===== src/rtl/td4_pkg.sv =====
// Shared TD4 definitions: loader FSM states and the CPU bus widths.
package td4_pkg;

    localparam int TD4_ADDR_W = 4;
    localparam int TD4_DATA_W = 8;

    typedef enum logic [2:0] {
        ST_HOLD,
        ST_LOAD,
        ST_CHECK,
        ST_RELEASE,
        ST_RUN,
        ST_ERROR
    } td4_ldr_state_t;

endpackage


===== src/rtl/td4_prog_ram.sv =====
// TD4 program memory: one synchronous write port, one asynchronous read port.
// Deliberately has no reset so a reset mid-load keeps the bytes already written.
module td4_prog_ram #(
    parameter int DEPTH  = 16,
    parameter int ADDR_W = 4,
    parameter int DATA_W = 8
) (
    input  logic              clk,
    input  logic              we,
    input  logic [ADDR_W-1:0] waddr,
    input  logic [DATA_W-1:0] wdata,
    input  logic [ADDR_W-1:0] raddr,
    output logic [DATA_W-1:0] rdata
);

    logic [DATA_W-1:0] mem [DEPTH];

    always_ff @(posedge clk) begin
        if (we) begin
            mem[waddr] <= wdata;
        end
    end

    assign rdata = mem[raddr];

endmodule


===== src/rtl/td4_prog_loader.sv =====
// TD4 fetch-side responder: loads 16 program bytes plus a checksum from a
// valid/ready stream and holds the CPU in reset until a verified load completes.
module td4_prog_loader
    import td4_pkg::*;
#(
    parameter int DEPTH         = 16,
    parameter int ADDR_W        = TD4_ADDR_W,
    parameter int DATA_W        = TD4_DATA_W,
    parameter int RELEASE_DELAY = 2
) (
    input  logic              clk,
    input  logic              reset,
    input  logic [ADDR_W-1:0] address,
    output logic [DATA_W-1:0] instr,
    input  logic              load_start,
    input  logic              load_valid,
    input  logic [DATA_W-1:0] load_data,
    output logic              load_ready,
    output logic              cpu_n_reset,
    output logic              load_ok,
    output logic              load_err
);

    localparam int CNT_W = (RELEASE_DELAY > 1) ? $clog2(RELEASE_DELAY) : 1;

    td4_ldr_state_t    state_q, state_d;
    logic [ADDR_W-1:0] wptr_q, wptr_d;
    logic [DATA_W-1:0] sum_q, sum_d;
    logic [CNT_W-1:0]  cnt_q, cnt_d;
    logic              n_reset_d;
    logic              ok_d;
    logic              mem_we;
    logic              xfer;

    td4_prog_ram #(
        .DEPTH  (DEPTH),
        .ADDR_W (ADDR_W),
        .DATA_W (DATA_W)
    ) u_ram (
        .clk   (clk),
        .we    (mem_we),
        .waddr (wptr_q),
        .wdata (load_data),
        .raddr (address),
        .rdata (instr)
    );

    assign load_ready = ((state_q == ST_LOAD) || (state_q == ST_CHECK)) && !load_start;
    assign xfer       = load_valid && load_ready;
    assign load_err   = (state_q == ST_ERROR);

    // load_start overrides everything; the CPU reset output is derived from the next state
    // so it is registered and only ever high while in RUN.
    always_comb begin
        state_d = state_q;
        wptr_d  = wptr_q;
        sum_d   = sum_q;
        cnt_d   = cnt_q;
        mem_we  = 1'b0;

        if (load_start) begin
            state_d = ST_LOAD;
            wptr_d  = '0;
            sum_d   = '0;
        end else begin
            case (state_q)
                ST_LOAD: begin
                    if (xfer) begin
                        mem_we = 1'b1;
                        sum_d  = sum_q + load_data;
                        wptr_d = wptr_q + 1'b1;
                        if (wptr_q == ADDR_W'(DEPTH - 1)) begin
                            state_d = ST_CHECK;
                        end
                    end
                end
                ST_CHECK: begin
                    if (xfer) begin
                        if (load_data == sum_q) begin
                            state_d = ST_RELEASE;
                            cnt_d   = '0;
                        end else begin
                            state_d = ST_ERROR;
                        end
                    end
                end
                ST_RELEASE: begin
                    cnt_d = cnt_q + 1'b1;
                    if (cnt_q == CNT_W'(RELEASE_DELAY - 1)) begin
                        state_d = ST_RUN;
                    end
                end
                default: ;
            endcase
        end

        n_reset_d = (state_d == ST_RUN);
        ok_d      = (state_d == ST_RUN) && (state_q != ST_RUN);
    end

    always_ff @(posedge clk or posedge reset) begin
        if (reset) begin
            state_q     <= ST_HOLD;
            wptr_q      <= '0;
            sum_q       <= '0;
            cnt_q       <= '0;
            cpu_n_reset <= 1'b0;
            load_ok     <= 1'b0;
        end else begin
            state_q     <= state_d;
            wptr_q      <= wptr_d;
            sum_q       <= sum_d;
            cnt_q       <= cnt_d;
            cpu_n_reset <= n_reset_d;
            load_ok     <= ok_d;
        end
    end

endmodule


===== config.mk =====
export PLATFORM = sky130hd
export DESIGN_NAME = td4_prog_loader
export DESIGN_NICKNAME = d
export VERILOG_FILES = /design/src/rtl/td4_pkg.sv /design/src/rtl/td4_prog_ram.sv /design/src/rtl/td4_prog_loader.sv
export SDC_FILE = /design/constraint.sdc
export NUM_CORES = 1
export LEC_CHECK = 0
export BUFFER_PORTS_ARGS = -buffer_cell sky130_fd_sc_hd__buf_2
export CORE_MARGIN = 2
export CORE_UTILIZATION = 35
export DETAILED_ROUTE_END_ITERATION = 16
export GPL_TIMING_DRIVEN = 0
export HOLD_SLACK_MARGIN = 0.1
export PLACE_DENSITY = 0.58
export SLEW_MARGIN = 10
export SYNTH_ARGS = -nofsm -noshare
export SYNTH_HDL_FRONTEND = slang
export SYNTH_SLANG_ARGS = --single-unit

===== constraint.sdc =====
create_clock -name clk -period 2.33 [get_ports clk]
set_clock_uncertainty 0.1 [all_clocks]
set_input_delay 0.3495 -clock clk [delete_from_list [all_inputs] [get_ports clk]]
set_output_delay 0.3495 -clock clk [all_outputs]
set_load 0.01 [all_outputs]

==> reports/results.tsv <==
metric	value	unit
status	complete, but fails checks	
violations	setup timing	
synth_ff_type	edfxtp_1	
use_met1	0.209	
vias_per_cell	5.20	
ir_worst_vdd	0.554	mV
synth_seq_cells	146	
synth_fp_nets	376	
rsz0062_at_grt	true	
setup_ws	-0.0956	ns
core_area	0.0174	mm^2
num_io_pins	28	
netlist_area	0.00624	mm^2
clockBufferDepth	2	
numCtsBuffers	17	
initial_core_util	0.359	
path_class	reg -> out	
period_needed	2.43	ns
cts_tree	built	
grt_max_degree	24	
startpoint_type	register	
clock_latency	0.43	ns
die_h	137	um
cellPowerDensity	927	mW/mm^2
maxSlewViolCount	0	
synth_cells	348	
synth-warning-count	0	
worstPathMaxFanout	1	
root_buffer	clkbuf_16	
grt_pass1_vias	3405	
synth_edf_count	128	
synth_async_sr_flop_share	0.123	
slew_headroom	0.465	
finalPower	7.16	mW
routed_wl	13600	um
grt_use_met3	0.0394	
synth_seq_area_share	0.689	
dp_hpwl	8530	um
avgSynthCellArea	17.9	um^2
grt.busiest_layer	met2	
grt_use_total	0.154	
worst_pin_slew	0.802	ns
drive_gt1_frac	0.355	
cp.required	1.88	ns
cap_violations	0	
fin_crit_sh	1.04	
globalplace.congestion	0.825	
first_pass_iters	4	
critPathCaptureType	primary output	
portBuffers	24	
dpl.cell_count	598	
dpl_worst_slack	-0.796	ns
layoutNonFillerInstCount	642	
post_drt_wl_per_cell	21.2	um
postLayoutCellArea	0.00773	mm^2
grt_overflow	0	
dieArea	0.0189	mm^2
tns	-0.521	ns
std_cell_rows	48	
setup_viol	8	
fmax	412	MHz
antennaDiodeCount	0	
grt_pass1_wl	20500	um
placed_area	0.00667	mm^2
ant_nets	0	
first_iter_violations	277	
cp.arrival	1.98	ns
antenna_found_initial	0	
clock_sinks	146	
grtUsageMet2	0.250	
vias	3340	
cts.clk_slew.worst_paths	0.06	ns
h-tree-depth	4	
final_nets	432	
p_leak	2.61	nW
finalHoldViolations	0	
yosysUniqueCellTypes	47	
die_w	137	um
whs_path_depth	2	
drc	0	
hold_class	in -> reg	
r2r_cells	6	
syn2layout_area_growth	23.9	%
[power by group]
part | total [mW] | switching, mW | internal [mW]
clock network | 2.69 | 1.02 | 1.67
registers | 3.12 | 0.103 | 3.01
logic | 1.36 | 0.758 | 0.601
total | 7.16 | 1.88 | 5.28
[sequential cells by signal, summed over array words and instances (netlist names)]
signal       flops
cpu_n_reset      1
wptr_q           4
sum_q            8
cnt_q            1
state_q          3
u_ram.mem      128
load_ok          1
[worst max-delay path, cell delays in order (launching register included)]
cell and delay [ns]:
edfxtp_1 0.36, mux4_2 0.51, mux4_2 0.54, buf_6 0.15
[area by class of cell]
class                   count  area (um^2)
clock inverters            12          140
multi-input cells         174         2030
inverters                  10         41.3
fillers                  1482         9630
repair buffers             38          358
well taps                 225          282
clock buffers              20          437
flip-flops and latches    146         4300
plain buffers              17          139
[stage by stage]
step,hold slack (ns),utilization
2_1_floorplan,0.188,-
3_3_place_gp,0.398,0.384
3_5_place_dp,0.400,0.384
4_1_cts,0.196,0.440
5_1_grt,0.221,0.445
6_report,0.210,0.445
[routing by layer]
| layer | part of all wire | wire [um] |
|---|---|---|
| met5 | 0 | 0 |
| met4 | 0.0067 | 91 |
| met3 | 0.057 | 776 |
| met2 | 0.50 | 6750 |
| met1 | 0.44 | 5990 |
[path summary, 6_finish.rpt]
| check | start | end | slack (ns) |
|---|---|---|---|
| max | u_ram.mem[15][7] | instr[7] | -0.1 |
| min | load_start | state_q[0] | 0.21 |
| max reg2reg | state_q[2] | cpu_n_reset | 0.04 |
| min reg2reg | sum_q[3] | sum_q[3] | 0.43 |
| max in group asynchronous | reset | wptr_q[2] | 1.06 |
| min in group asynchronous | reset | state_q[2] | 0.51 |
[cell families (layout without fill, tap and decap cells)]
group / count (synthesis) / after routing / share of synthesized area
DFF: 146 / 146 / 0.689
and+or+nand+nor: 80 / 80 / 0.0720
muxes: 41 / 41 / 0.146
AOI/OAI and AO/OA: 33 / 33 / 0.0379
buffers and inverters: 28 / 97 / 0.0189
adders and majority gates: 12 / 12 / 0.0253
xor gates and xnor gates: 8 / 8 / 0.0112
[Yosys cell counts, types with 4 or more instances]
master,instances,area (um^2)
xor2_1,5,43.8
nor3_1,9,45.0
dfrtp_1,18,450
mux4_2,40,901
nor2_1,21,78.8
nand2_1,12,45.0
ha_1,11,138
nor4_1,4,25.0
buf_2,4,20.0
a21oi_1,7,35.0
inv_1,10,37.5
nand3b_1,8,60.1
o21ai_0,9,45.0
clkbuf_1,11,41.3
nand2b_1,5,31.3
edfxtp_1,128,3840
[cells in the final DEF, fill, tap and decap left out, types with 9 or more instances in the layout]
cell type	netlist	final
nor2_4	0	12
nor2_1	21	9
edfxtp_1	128	128
nand2_1	12	9
clkbuf_16	0	18
dfrtp_1	18	17
inv_1	10	9
mux4_2	40	40
buf_2	4	17
buf_6	1	9
[what timing repair did]
item	4_1_cts	5_1_grt
hold endpoints to repair	18	0
cloned	0	1
hold buffers	1	0
setup buffers	7	4
pin swaps	10	3
setup endpoints to repair	137	113
resized for setup	59	10
No activity file was read; power rests on OpenSTA's default activity.
